[config.mk]
export PLATFORM = sky130hd
export DESIGN_NAME = count_display_flat
export DESIGN_NICKNAME = d
export VERILOG_FILES = /design/src/rtl/count_display_pkg.sv /design/src/rtl/count_display_if.sv /design/src/rtl/seg_scan_timer.sv /design/src/rtl/count_display.sv /design/src/flat_wrapper.sv
export SDC_FILE = /design/constraint.sdc
export NUM_CORES = 1
export LEC_CHECK = 0
export CORE_MARGIN = 2
export CORE_UTILIZATION = 55
export DETAILED_ROUTE_END_ITERATION = 7
export PLACE_DENSITY = 0.8
export SLEW_MARGIN = 25
export SYNTH_ARGS = -nofsm -noshare
export SYNTH_HDL_FRONTEND = slang
export SYNTH_SLANG_ARGS = --single-unit
[constraint.sdc]
create_clock -name clkout -period 3.1 [get_ports clkout]
set_input_delay 0.93 -clock clkout [delete_from_list [all_inputs] [get_ports clkout]]
set_output_delay 0.93 -clock clkout [all_outputs]
set_load 0.05 [all_outputs]
[src/rtl/count_display_pkg.sv]
// rtl/count_display_pkg.sv - shared 7-segment codes, digit ids and BCD encoder
// Contents:
//   SEG_0..SEG_9, SEG_BLANK : active-high segment codes, bit order {g,f,e,d,c,b,a}
//   DIGIT_ONES, DIGIT_TENS  : scan select values for each digit position
//   bcd_to_seg()            : 4-bit BCD digit -> active-high segment code
package count_display_pkg;

   localparam logic [6:0] SEG_0     = 7'h3F;
   localparam logic [6:0] SEG_1     = 7'h06;
   localparam logic [6:0] SEG_2     = 7'h5B;
   localparam logic [6:0] SEG_3     = 7'h4F;
   localparam logic [6:0] SEG_4     = 7'h66;
   localparam logic [6:0] SEG_5     = 7'h6D;
   localparam logic [6:0] SEG_6     = 7'h7D;
   localparam logic [6:0] SEG_7     = 7'h07;
   localparam logic [6:0] SEG_8     = 7'h7F;
   localparam logic [6:0] SEG_9     = 7'h6F;
   localparam logic [6:0] SEG_BLANK = 7'h00;

   localparam logic DIGIT_ONES = 1'b0;
   localparam logic DIGIT_TENS = 1'b1;

   // Non-decimal inputs map to blank rather than a garbage glyph.
   function automatic logic [6:0] bcd_to_seg(input logic [3:0] bcd);
      logic [6:0] code;
      code = SEG_BLANK;
      case (bcd)
         4'd0:    code = SEG_0;
         4'd1:    code = SEG_1;
         4'd2:    code = SEG_2;
         4'd3:    code = SEG_3;
         4'd4:    code = SEG_4;
         4'd5:    code = SEG_5;
         4'd6:    code = SEG_6;
         4'd7:    code = SEG_7;
         4'd8:    code = SEG_8;
         4'd9:    code = SEG_9;
         default: code = SEG_BLANK;
      endcase
      return code;
   endfunction

endpackage

[src/rtl/count_display_if.sv]
// rtl/count_display_if.sv - count input and display drive bundle for count_display
// Signals:
//   count      : 4-bit counter value into the display block
//   seg        : segment drive {g,f,e,d,c,b,a}
//   dp         : decimal point (wrap indicator)
//   an         : digit enables, an[0] ones, an[1] tens
//   frame_tick : one-cycle pulse at each frame end
// Modports: master = display block, slave = counter side / observer.
interface count_display_if;

   logic [3:0] count;
   logic [6:0] seg;
   logic       dp;
   logic [1:0] an;
   logic       frame_tick;

   modport master (input count, output seg, output dp, output an, output frame_tick);
   modport slave  (output count, input seg, input dp, input an, input frame_tick);

endinterface

[src/rtl/seg_scan_timer.sv]
// rtl/seg_scan_timer.sv - digit scan divider producing digit select and frame end
// Ports:
//   clkout    : clock
//   reset     : asynchronous active-low reset
//   sel       : current digit (0 ones, 1 tens), toggles every SCAN_DIV cycles
//   frame_end : high on the last cycle of the tens digit (frame boundary)
module seg_scan_timer #(
   parameter int SCAN_DIV = 4
) (
   input  logic clkout,
   input  logic reset,
   output logic sel,
   output logic frame_end
);

   localparam int               DIV_W    = $clog2(SCAN_DIV);
   localparam logic [DIV_W-1:0] DIV_LAST = DIV_W'(SCAN_DIV - 1);

   logic [DIV_W-1:0] div;
   logic             div_last;

   assign div_last  = (div == DIV_LAST);
   assign frame_end = div_last & sel;

   always_ff @(posedge clkout or negedge reset) begin
      if (!reset) begin
         div <= '0;
         sel <= 1'b0;
      end else if (div_last) begin
         div <= '0;
         sel <= ~sel;
      end else begin
         div <= div + 1'b1;
      end
   end

endmodule

[src/rtl/count_display.sv]
// rtl/count_display.sv - tear-free 2-digit 7-segment display of a mod-16 count with wrap flag
// Ports:
//   clkout : clock shared with the counter
//   reset  : asynchronous active-low reset
//   dbus   : count_display_if.master (count in; seg, dp, an, frame_tick out)
// Option macro COUNT_DISPLAY_LEAD_ZERO_BLANK_EN: blank the tens digit when it is zero.
module count_display
   import count_display_pkg::*;
#(
   parameter int SCAN_DIV       = 4,
   parameter int WRAP_HOLD      = 3,
   parameter int ACTIVE_LOW_SEG = 1,
   parameter int ACTIVE_LOW_AN  = 1
) (
   input  logic                   clkout,
   input  logic                   reset,
   count_display_if.master        dbus
);

   // XOR masks turn the active-high internal form into the pad polarity;
   // the same masks are the "unlit / disabled" values.
   localparam logic [6:0] SEG_OFF   = (ACTIVE_LOW_SEG != 0) ? 7'h7F : 7'h00;
   localparam logic       DP_OFF    = (ACTIVE_LOW_SEG != 0);
   localparam logic [1:0] AN_OFF    = (ACTIVE_LOW_AN != 0) ? 2'b11 : 2'b00;
   localparam logic [3:0] HOLD_LOAD = 4'(WRAP_HOLD);

   logic [3:0] cnt_q;
   logic [3:0] disp_q;
   logic [3:0] wrap_cnt;
   logic       primed;
   logic       sel;
   logic       frame_end;
   logic       wrap;

   logic       tens;
   logic [3:0] ones;
   logic [6:0] seg_hi;
   logic [1:0] an_hi;

   seg_scan_timer #(.SCAN_DIV(SCAN_DIV)) u_scan (
      .clkout    (clkout),
      .reset     (reset),
      .sel       (sel),
      .frame_end (frame_end)
   );

   // primed masks the reset value of cnt_q, which would otherwise fake a 0->15 wrap.
   assign wrap = primed & (((cnt_q == 4'd15) && (dbus.count == 4'd0)) ||
                           ((cnt_q == 4'd0)  && (dbus.count == 4'd15)));

   always_comb begin
      tens   = (disp_q >= 4'd10);
      ones   = tens ? (disp_q - 4'd10) : disp_q;
      seg_hi = bcd_to_seg(ones);
      an_hi  = 2'b01;
      if (sel == DIGIT_TENS) begin
         an_hi  = 2'b10;
`ifdef COUNT_DISPLAY_LEAD_ZERO_BLANK_EN
         seg_hi = tens ? SEG_1 : SEG_BLANK;
`else
         seg_hi = bcd_to_seg({3'b000, tens});
`endif
      end
   end

   always_ff @(posedge clkout or negedge reset) begin
      if (!reset) begin
         cnt_q           <= 4'd0;
         disp_q          <= 4'd0;
         wrap_cnt        <= 4'd0;
         primed          <= 1'b0;
         dbus.seg        <= SEG_OFF;
         dbus.dp         <= DP_OFF;
         dbus.an         <= AN_OFF;
         dbus.frame_tick <= 1'b0;
      end else begin
         cnt_q           <= dbus.count;
         primed          <= 1'b1;
         dbus.frame_tick <= frame_end;
         // disp_q only moves when sel returns to the ones digit, so both
         // digits of one frame always come from the same sample.
         if (frame_end) begin
            disp_q <= cnt_q;
         end
         if (wrap) begin
            wrap_cnt <= HOLD_LOAD;
         end else if (frame_end && (wrap_cnt != 4'd0)) begin
            wrap_cnt <= wrap_cnt - 4'd1;
         end
         dbus.seg <= seg_hi ^ SEG_OFF;
         dbus.an  <= an_hi ^ AN_OFF;
         dbus.dp  <= (wrap_cnt != 4'd0) ^ DP_OFF;
      end
   end

endmodule
[src/flat_wrapper.sv]
// flat-port wrapper written by rule: the top's interface ports become plain ports
module count_display_flat import count_display_pkg::*;
#(
   parameter int SCAN_DIV       = 4,
   parameter int WRAP_HOLD      = 3,
   parameter int ACTIVE_LOW_SEG = 1,
   parameter int ACTIVE_LOW_AN  = 1
)
  (clkout, reset, dbus_count, dbus_seg, dbus_dp, dbus_an, dbus_frame_tick);
  count_display_if dbus_i ();
  input  logic clkout;
  input  logic reset;
  input wire logic [$bits(dbus_i.count)-1:0] dbus_count;
  output wire logic [$bits(dbus_i.seg)-1:0] dbus_seg;
  output wire logic [$bits(dbus_i.dp)-1:0] dbus_dp;
  output wire logic [$bits(dbus_i.an)-1:0] dbus_an;
  output wire logic [$bits(dbus_i.frame_tick)-1:0] dbus_frame_tick;
  assign dbus_i.count = dbus_count;
  assign dbus_seg = dbus_i.seg;
  assign dbus_dp = dbus_i.dp;
  assign dbus_an = dbus_i.an;
  assign dbus_frame_tick = dbus_i.frame_tick;
  count_display #(.SCAN_DIV(SCAN_DIV), .WRAP_HOLD(WRAP_HOLD), .ACTIVE_LOW_SEG(ACTIVE_LOW_SEG), .ACTIVE_LOW_AN(ACTIVE_LOW_AN)) u_core (.clkout(clkout), .reset(reset), .dbus(dbus_i));
endmodule
# Yosys cells after proc, flatten, opt, wreduce, memory -nomap -nowiden
# Memory sizes are Yosys's and may differ from the RTL's.
# Cells that the tools add are included.
[classes]
addsub = 3
magnitude_cmp = 1
eq_ne = 3
muxes = 7
bitwise_logic = 7
n_reduce_logical = 8
[ops]
columns = ["op", "n"]
rows = [
  ["7-bit one-hot mux with 2 select lines", 1],
  ["4-bit two-way mux", 3],
  ["4-bit equality test, second input constant", 2],
  ["4-bit logical NOT", 2],
  ["7-bit two-way mux", 1],
  ["7-bit inverter", 1],
  ["4-bit greater-or-equal comparator, second input constant", 1],
  ["2-bit two-way mux", 2],
  ["4-bit nonzero test", 1],
  ["4-bit by 1-bit subtractor with 4-bit output, second input constant", 1],
  ["4-bit subtractor, second input constant", 1],
  ["1-bit logical AND", 3],
  ["1-bit inverter", 3],
  ["2-bit by 1-bit adder with 2-bit output, second input constant", 1],
  ["1-bit bitwise AND", 2],
  ["2-bit equality test, second input constant", 1],
  ["2-bit inverter", 1],
  ["2-bit nonzero test", 1],
  ["1-bit logical OR", 1],
]
[totals]
regBits = 27
mem_bits_ro = 112
output_inout_bits = 11
elab_cells = 40
memories = 1
[mem_list]
columns = ["memory", "depth", "width", "read_ports", "rd_ports_with_merged_regs", "write_ports", "line", "text"]
rows = [
  ["(no name shown)", 16, 7, 1, 0, 0, "count_display_pkg.sv:27", "case (bcd)"],
]

# Logic depth before layout (Yosys ltp)
# Gate-level depths: netlist of run 1.
[depth]
ltp_word = 5
mapped_depth = 8

# Modules after synthesis
# From an unflattened synthesis of run 1, not the netlist that was laid out.
[unflattened]
cells_unflattened = 108
area_unflattened_um2 = 1208.7
[by_module_without_submodules]
columns = ["module", "n_inst", "cells_per_inst", "area_each_um2", "seq_area_each_um2"]
rows = [
  ["count_display", 1, 101, 1101.1, 613.1],
  ["seg_scan_timer", 1, 7, 107.6, 75.1],
]

# Least setup slack after synthesis of run 1
# Ideal clock, no wire load.
[synth_path]
path_kind = "in2reg"
from = "input port dbus_count[1]"
to = "register u_core.wrap_cnt[3]"
setup_ns = 0.118
t_arrival_ns = 1.749
required_ns = 2.982
slack_ns = 1.233
path_stages = 4
path_cell_list = "or4_1 nor2_1 o21a_2 nor2_1"
[synth_between]
elab_chain_cells = 5
elab_cells_between_ends = 8
classes_between = "1 x eq/ne; 1 x mux; 1 x bitwise; 5 x reduce/logical"
[synth_rtl]
columns = ["element", "line", "text"]
rows = [
  ["start, declared", "flat_wrapper.sv:13", "input wire logic [$bits(dbus_i.count)-1:0] dbus_count;"],
  ["4-bit equality test / 4-bit logical NOT (equally long branches)", "count_display.sv:49, count_display.sv:48", ""],
  ["1-bit logical AND, on equally long branches", "count_display.sv:49, count_display.sv:48", ""],
  ["1-bit logical OR (*)", "count_display.sv:48", "assign wrap = primed & (((cnt_q == 4'd15) && (dbus.count == 4'd0)) ||"],
  ["1-bit bitwise AND (*)", "count_display.sv:48", ""],
  ["4-bit two-way mux / 2-bit nonzero test (equally long branches)", "--", ""],
  ["end signal, assigned", "count_display.sv:88", "wrap_cnt <= wrap_cnt - 4'd1;"],
  ["end, declared", "count_display.sv:29", "logic [3:0] wrap_cnt;"],
]
# Mark *: on every way between the ends. The rest lies on a longest branch, timed or not.
# A chain may end at the register's enable or synchronous reset.

# Worst setup path in the final report of run 1
[layout_path]
from = "register u_core.dbus.an[0]"
to = "output port dbus_an[0]"
[layout_rtl]
columns = ["element", "line", "text"]
rows = [
  ["start, declared", "count_display_if.sv:17", "modport master (input count, output seg, output dp, output an, output frame_tick);"],
  ["start signal, assigned", "count_display.sv:91", "dbus.an <= an_hi ^ AN_OFF;"],
  ["end, declared", "flat_wrapper.sv:16", "output wire logic [$bits(dbus_i.an)-1:0] dbus_an;"],
]
# No word-level cell between the ends.

==> metrics.md, run 1 <==
| Metric | Value |
|---|---|
| Outcome | complete, no violations |
| Largest net degree at the start of global routing | 28 |
| Reg2Reg Setup Slack | 1.22 ns |
| Asr flop ratio synth | 100% |
| Maximum vdd drop | 0.000346 V |
| Internal | a little over 500 uW |
| Power share of the clock group | around a fifth |
| Clk slew on worst S/H paths | 0.13 ns |
| Synth top area share | 35.2% |
| CP Launch Point | u_core.dbus.an[0]$_DFF_PN1_ |
| First-pass DRT Iterations | 4 |
| # IOs | 17 |
| Final period util | 83.0% |
| Number of enable flip-flop cells after synthesis | 0 |
| Antenna Cells | 0 |
| CTS tree | built |
| GRT Overall Usage | a little under a fifth |
| Initial antenna violation count | 0 |
| Synth cell types | 35 |
| Net Switching | 222 uW |
| Lkg Pwr | between 0.0005 and 0.0006 uW |
| Syn Nets | 122 |
| Sw Ratio | 30.2% |
| Port-buffer cells | 16 |
| # placed instances | 150 |
| Root buffer cell | clkbuf_4 |
| Sequential cell area fraction in the yosys report | 57.0% |
| Reg power frac | 57.6% |
| Final nets | 140 |
| Util after Layout | a little over two thirds |
| Synth Register Bits | 27 |
| Comb pwr share | between 20% and 30% |
| Critical-path cell list | clkdlybuf4s50_1 |
| CTS Buf Count | 3 |
| Via density | approximately 5.3 |
| Antenna Violating Nets Remaining | 0 |
| CTS H-tree lvls | 1 |
| WS Path Type | register to output port |
| Pwr dens | 522 mW/mm2 |
| Fmax | 389 MHz |
| Syn Inst Count | between 100 and 150 |
| Reg2reg end | u_core.dbus.seg[1]$_DFF_PN1_ |
| Ys flop type | dfrtp_1 |
| Layout cells sized above 1 | 15.0% |
| Initial drt markers | 10 |
| Number of global-route vias before repair | 840 |
| DP Worst Slack | 0.740 ns |
| Slowest cell on the critical path | clkdlybuf4s50_1 |
| FP Rows | 16 |
| DR top layer | met4 |
| Max FO, Critical Path | 1 |
| Cell area after synthesis | 0.00121 mm2 |
| Layout Cells excl Fill | approximately 150 |
| Routed vias | 823 |
| Met2 Wirelength | roughly 970 um |
| Crit. path cell count | 1 |
| Core ar. | 0.00202 mm2 |
| Routed len/inst | about 12 um |
| CTS Sinks | 27 |
| Tmin final | 2.57 ns |
| Reg-to-reg startpoint | u_core.disp_q[1]$_DFFE_PN0P_ |
| Hold Startpoint | u_core.u_scan.div[0]$_DFF_PN0_ |
| First-pass GRT wire length | about 3600 um |
| Starting Density | around 60% |
| Crit path capture type | output port |
| Grt ovf | 0 |
| Multi-input logic area | 457 um2 |
| Post-CTS sizing | 0 |
| Die ar. | 0.00259 mm2 |
| RSZ-0062 raised after global routing | no |
| WHS | between 0.4 and 0.5 ns |
| Setup violations, final | 0 |
| Die width | a little over 50 um |
| Worst skew pair latency | approximately 0.31 ns |
| Final WS setup | 0.528 ns |
| Metal3 WL | around 80 um |
| Hold buffer count at CTS | 0 |
| Worst Setup Start Kind | register |
| Worst Path Required | 2.17 ns |
| Worst hold path class | register to register |
| Ys Warns | 0 |
| CP Capture Point | dbus_an[0] |
| Setup_tns | 0 ns |
| # DRC | 0 |
| Die Ht | 50.9 um |
| Syn avg cell area | 11.0 um2 |
| Crit path max-delay family | buffers and inverters |
| Final hold vios | 0 |
| Area contributors post-synth | dfrtp_1, dfstp_2, ha_1 |
| Worst slew margin | 66.5% |
| Total setup buffers inserted after CTS | 0 |
| Worst Reg2Reg Path Length in Cells | 5 |
| # fillers | 150 |
| Max_cap viols | 0 |
| Worst-Margin Slew | ~0.50 ns |
| Placer Congestion | 0.906 |
| P&R area growth vs syn | 16.8% |
| Post-detail-place hpwl | 1450 um |
| Buffers & Inverters on Critical Path | 1 |
| Most area-hungry cell type in the Yosys netlist | dfrtp_1 |
| Met1 Wirelength | 863 um |
| Register Area | 688 um2 |
| CP max stage delay | 0.79 ns |
| Final wirelength | 1920 um |
| Bufs on Longest Clock Path | 2 |
| CP Data Arrival Time | approximately 1.6 ns |
| Final Max Tran Viols | 0 |
| Fin Clk Skew | 0.00494 ns |
layout by cell type, fill, tap and decap left out, drive strengths merged, types with 2 or more instances in the layout:
cell           instances
inv                   10
nor3                   2
a21oi                  7
ha                     6
nand2                 10
or4                    2
nand4                  2
dfstp                 10
nand3                  2
and2                   3
dfrtp                 17
clkbuf                 4
xor2                   2
clkdlybuf4s50         16
nor2                   8
o21ai                  8
power groups by stage:
| stage | clock network [uW] | registers [uW] | logic, uW |
|---|---|---|---|
| finish | 147 | 424 | 165 |
| global route | 170 | 429 | 183 |
| CTS | 150 | 424 | 167 |
| detailed placement | 0 | 430 | 166 |
| global placement | 0 | 426 | 159 |
| floorplan | 0 | 467 | 74.1 |
final cells by class:
class                      count  area share, %
tap                           27           2.40
clock buffer                   4           1.86
sequential                    27           48.8
multi-input combinational     69           32.4
timing repair buffer          17           11.9
inverter                      10           2.66
synthesized netlist by cell type (2+ instances only):
library cell / n
a21oi_1: 7
o21ai_1: 2
ha_1: 6
or4_1: 2
xor2_1: 2
nor3_1: 2
nor2_1: 8
dfstp_2: 10
nand4_1: 2
dfrtp_1: 17
buf_4: 2
inv_1: 10
o21ai_0: 5
buf_2: 2
nand3_1: 2
and2_1: 3
nand2_1: 10
worst reg2reg max path, delay by kind of cell, from the launching register on:
family | cells | cell delay, ns
flip-flops | 1 | 0.50
adder cells (fa/ha/maj) | 1 | 0.32
AND/OR/NAND/NOR | 1 | 0.37
AO/OA/AOI/OAI | 2 | 0.51
buffers and inverters | 1 | 0.12
per-stage QoR:
step	instance area (um2)	power (uW)
global placement	1380	586
CTS	1410	741
global route	1410	782
finish	1410	736
detailed placement	1380	597
floorplan	1210	541
metal layers:
| metal | vias to the layer above | global-route usage (%) |
|---|---|---|
| li1 | 410 | - |
| met1 | 390 | 24.0 |
| met3 | 2 | 3.51 |
| met5 | - | 0 |
| met4 | 0 | 6.76 |
| met2 | 21 | 31.8 |
sequential cells by signal, summed over array words and instances (netlist names):
name                    cells
u_core.dbus.seg             7
u_core.cnt_q                4
u_core.disp_q               4
u_core.wrap_cnt             4
u_core.dbus.an              2
u_core.u_scan.div           2
u_core.dbus.dp              1
u_core.dbus.frame_tick      1
u_core.primed               1
u_core.u_scan.sel           1
kinds of logic (layout without fill, tap and decap cells):
family / Yosys count / after routing / share of synthesized area (%)
AND/OR/NAND/NOR: 33 / 33 / 13.7
flip-flops: 27 / 27 / 57.0
AO/OA/AOI/OAI: 25 / 25 / 14.5
multiplexers: 1 / 1 / 0.933
adder cells (fa/ha/maj): 6 / 6 / 6.22
other: 1 / 1 / 0.311
XOR/XNOR: 3 / 3 / 2.18
buffers and inverters: 14 / 31 / 5.18
worst min path at each step:
stage | end | cells past startpoint
global placement | u_core.u_scan.div[0]$_DFF_PN0_ | 1
global route | u_core.u_scan.div[0]$_DFF_PN0_ | 1
CTS | u_core.u_scan.div[0]$_DFF_PN0_ | 1
floorplan | u_core.dbus.an[0]$_DFF_PN1_ | 0
finish | u_core.u_scan.div[0]$_DFF_PN0_ | 1
detailed placement | u_core.u_scan.div[0]$_DFF_PN0_ | 1
Note: power is estimated with default switching activity, not from simulation.
==> run 2, diff against run 1 <==
--- a/config.mk
+++ b/config.mk
@@ -6,9 +6,9 @@
 export NUM_CORES = 1
 export LEC_CHECK = 0
 export CORE_MARGIN = 2
-export CORE_UTILIZATION = 55
+export CORE_UTILIZATION = 52
 export DETAILED_ROUTE_END_ITERATION = 7
-export PLACE_DENSITY = 0.8
+export PLACE_DENSITY = 0.77
 export SLEW_MARGIN = 25
 export SYNTH_ARGS = -nofsm -noshare
 export SYNTH_HDL_FRONTEND = slang
==> constraint.sdc (replaced) <==
create_clock -name clkout -period 2.65 [get_ports clkout]
set_input_delay 0.795 -clock clkout [delete_from_list [all_inputs] [get_ports clkout]]
set_output_delay 0.795 -clock clkout [all_outputs]
set_load 0.05 [all_outputs]
==> run 2 against run 1 <==
Combinational power up 18%; utilization down 5.9 points; clock power up 17%; largest cell class unchanged; largest power group unchanged.
==> metrics.md, run 2 (same netlist as run 1, synthesis figures left out) <==
| Metric | Value |
|---|---|
| Outcome | complete, no violations |
| Fin Clk Skew | 0.00267 ns |
| # fillers | around 180 |
| Grt ovf | 0 |
| Clk slew on worst S/H paths | 0.14 ns |
| Biggest register | u_core.dbus.seg |
| Placer Congestion | 0.863 |
| Reg2Reg Setup Slack | about 0.76 ns |
| # DRC | 0 |
| Post-detail-place hpwl | 1540 um |
| # placed instances | 151 |
| Layout cells sized above 1 | roughly 16% |
| RSZ-0062 raised after global routing | no |
| Crit path max-delay family | buffers and inverters |
| CP max stage delay | slightly below 0.8 ns |
| Port-buffer cells | 16 |
| Lkg Pwr | 0.000598 uW |
| Fmax | 410 MHz |
| Final Max Tran Viols | 0 |
| Hold Startpoint | u_core.u_scan.div[0]$_DFF_PN0_ |
| Final nets | 140 |
| Worst-Margin Slew | between 0.4 and 0.5 ns |
| M1 GR Usage | about a fifth |
| Die width | 52.2 um |
| Initial antenna violation count | 0 |
| CTS Sinks | 27 |
| First-pass GRT wire length | 3440 um |
| Crit path capture type | output port |
| Maximum vdd drop | 0.000408 V |
| Starting Density | between 50% and 60% |
| Bufs on Longest Clock Path | 2 |
| Largest net degree at the start of global routing | 28 |
| Worst skew pair latency | 0.31 ns |
| Post-Layout Inst Area | 0.00141 mm2 |
| Max_cap viols | 0 |
| Root buffer cell | clkbuf_4 |
| Antenna Cells | 0 |
| GRT busiest layer | met2 |
| Global Route met2 Usage | 32.1% |
| GRT met3 Usage | under 10% |
| # IOs | 17 |
| GRT Overall Usage | between 10% and 20% |
| Slowest cell on the critical path | clkdlybuf4s50_1 |
| Final Power | 861 uW |
| FP Rows | 17 |
| Total setup buffers inserted after CTS | 0 |
| Most common cell after layout, fill and taps aside | dfrtp_1 |
| P&R area growth vs syn | 17.0% |
| Core ar. | 0.00221 mm2 |
| Routed vias | just over 800 |
| Commonest non-fill, non-tap cells in the layout | dfrtp_1, clkdlybuf4s50_1, inv_1, nand2_1, dfstp_2 |
| Tmin final | between 2 and 2.5 ns |
| CTS H-tree lvls | 1 |
| Final wirelength | 1980 um |
| Worst Setup Start Kind | register |
| Buffers & Inverters on Critical Path | 1 |
| Max FFs per register | 7 |
| Reg-to-reg startpoint | u_core.disp_q[1]$_DFFE_PN0P_ |
| CTS Buf Count | 3 |
| Setup_tns | 0 ns |
| Pwr dens | 609 mW/mm2 |
| CP Launch Point | u_core.dbus.seg[2]$_DFF_PN1_ |
| Die Ht | 52.2 um |
| Final period util | 92.1% |
| CTS tree | built |
| Routed len/inst | about 13 um |
| Critical-path cell list | clkdlybuf4s50_1 |
| Setup violations, final | 0 |
| Layout Cells excl Fill | 155 |
| Worst slew margin | 66.6% |
| Number of global-route vias before repair | 814 |
| Final hold vios | 0 |
| Post-CTS sizing | 0 |
| Antenna Violating Nets Remaining | 0 |
| CP Data Arrival Time | 1.65 ns |
| Worst hold path class | register to register |
| Via density | about 5.3 |
| First-pass DRT Iterations | 4 |
| WS Path Type | register to output port |
| Max FO, Critical Path | 1 |
| Placed Area | approximately 0.0014 mm2 |
| Initial drt markers | 8 |
| Worst Path Required | 1.86 ns |
| Hold buffer count at CTS | 0 |
| Die ar. | 0.00272 mm2 |
-- run 2: per-layer routing --
metal  vias to the layer above  wire length [um]
li1                        410                 -
met1                       384               765
met2                        18              1130
met3                         2                67
met4                         0                16
met5                         -                 0
-- run 2: cell type report --
cell class / count / area [um2] / share of cell area, %
Clock buffer: 3 / 22.5 / 1.59
Tap cell: 28 / 35.0 / 2.48
Multi-Input combinational cell: 69 / 457 / 32.3
Sequential cell: 27 / 688 / 48.7
Inverter: 10 / 37.5 / 2.66
Clock inverter: 1 / 5.00 / 0.354
Timing Repair Buffer: 17 / 168 / 11.9
-- run 2: where the power goes --
part	internal [uW]	switching (uW)	total, uW
Combinational	77.6	118	195
Sequential	465	29.0	494
Clock	56.4	115	172
Total	599	262	861
-- run 2: final timing paths --
| check | cells past startpoint | end |
|---|---|---|
| worst max-delay path | 1 | dbus_seg[2] |
| worst min-delay path | 1 | u_core.u_scan.div[0]$_DFF_PN0_ |
| worst max register to register | 5 | u_core.dbus.seg[1]$_DFF_PN1_ |
| worst min register to register | 1 | u_core.u_scan.div[0]$_DFF_PN0_ |
| max in group asynchronous | 2 | u_core.dbus.dp$_DFF_PN1_ |
| min in group asynchronous | 2 | u_core.disp_q[2]$_DFFE_PN0P_ |
-- run 2: through the flow --
step / util [%] / setup WS [ns] / hold slack, ns
after floorplan: - / 0.918 / 0.350
after global placement: 62.6 / 0.454 / 0.413
after detailed placement: 62.6 / 0.426 / 0.452
after CTS: 63.9 / 0.192 / 0.470
after global routing: 63.9 / 0.147 / 0.489
final: 63.9 / 0.209 / 0.462
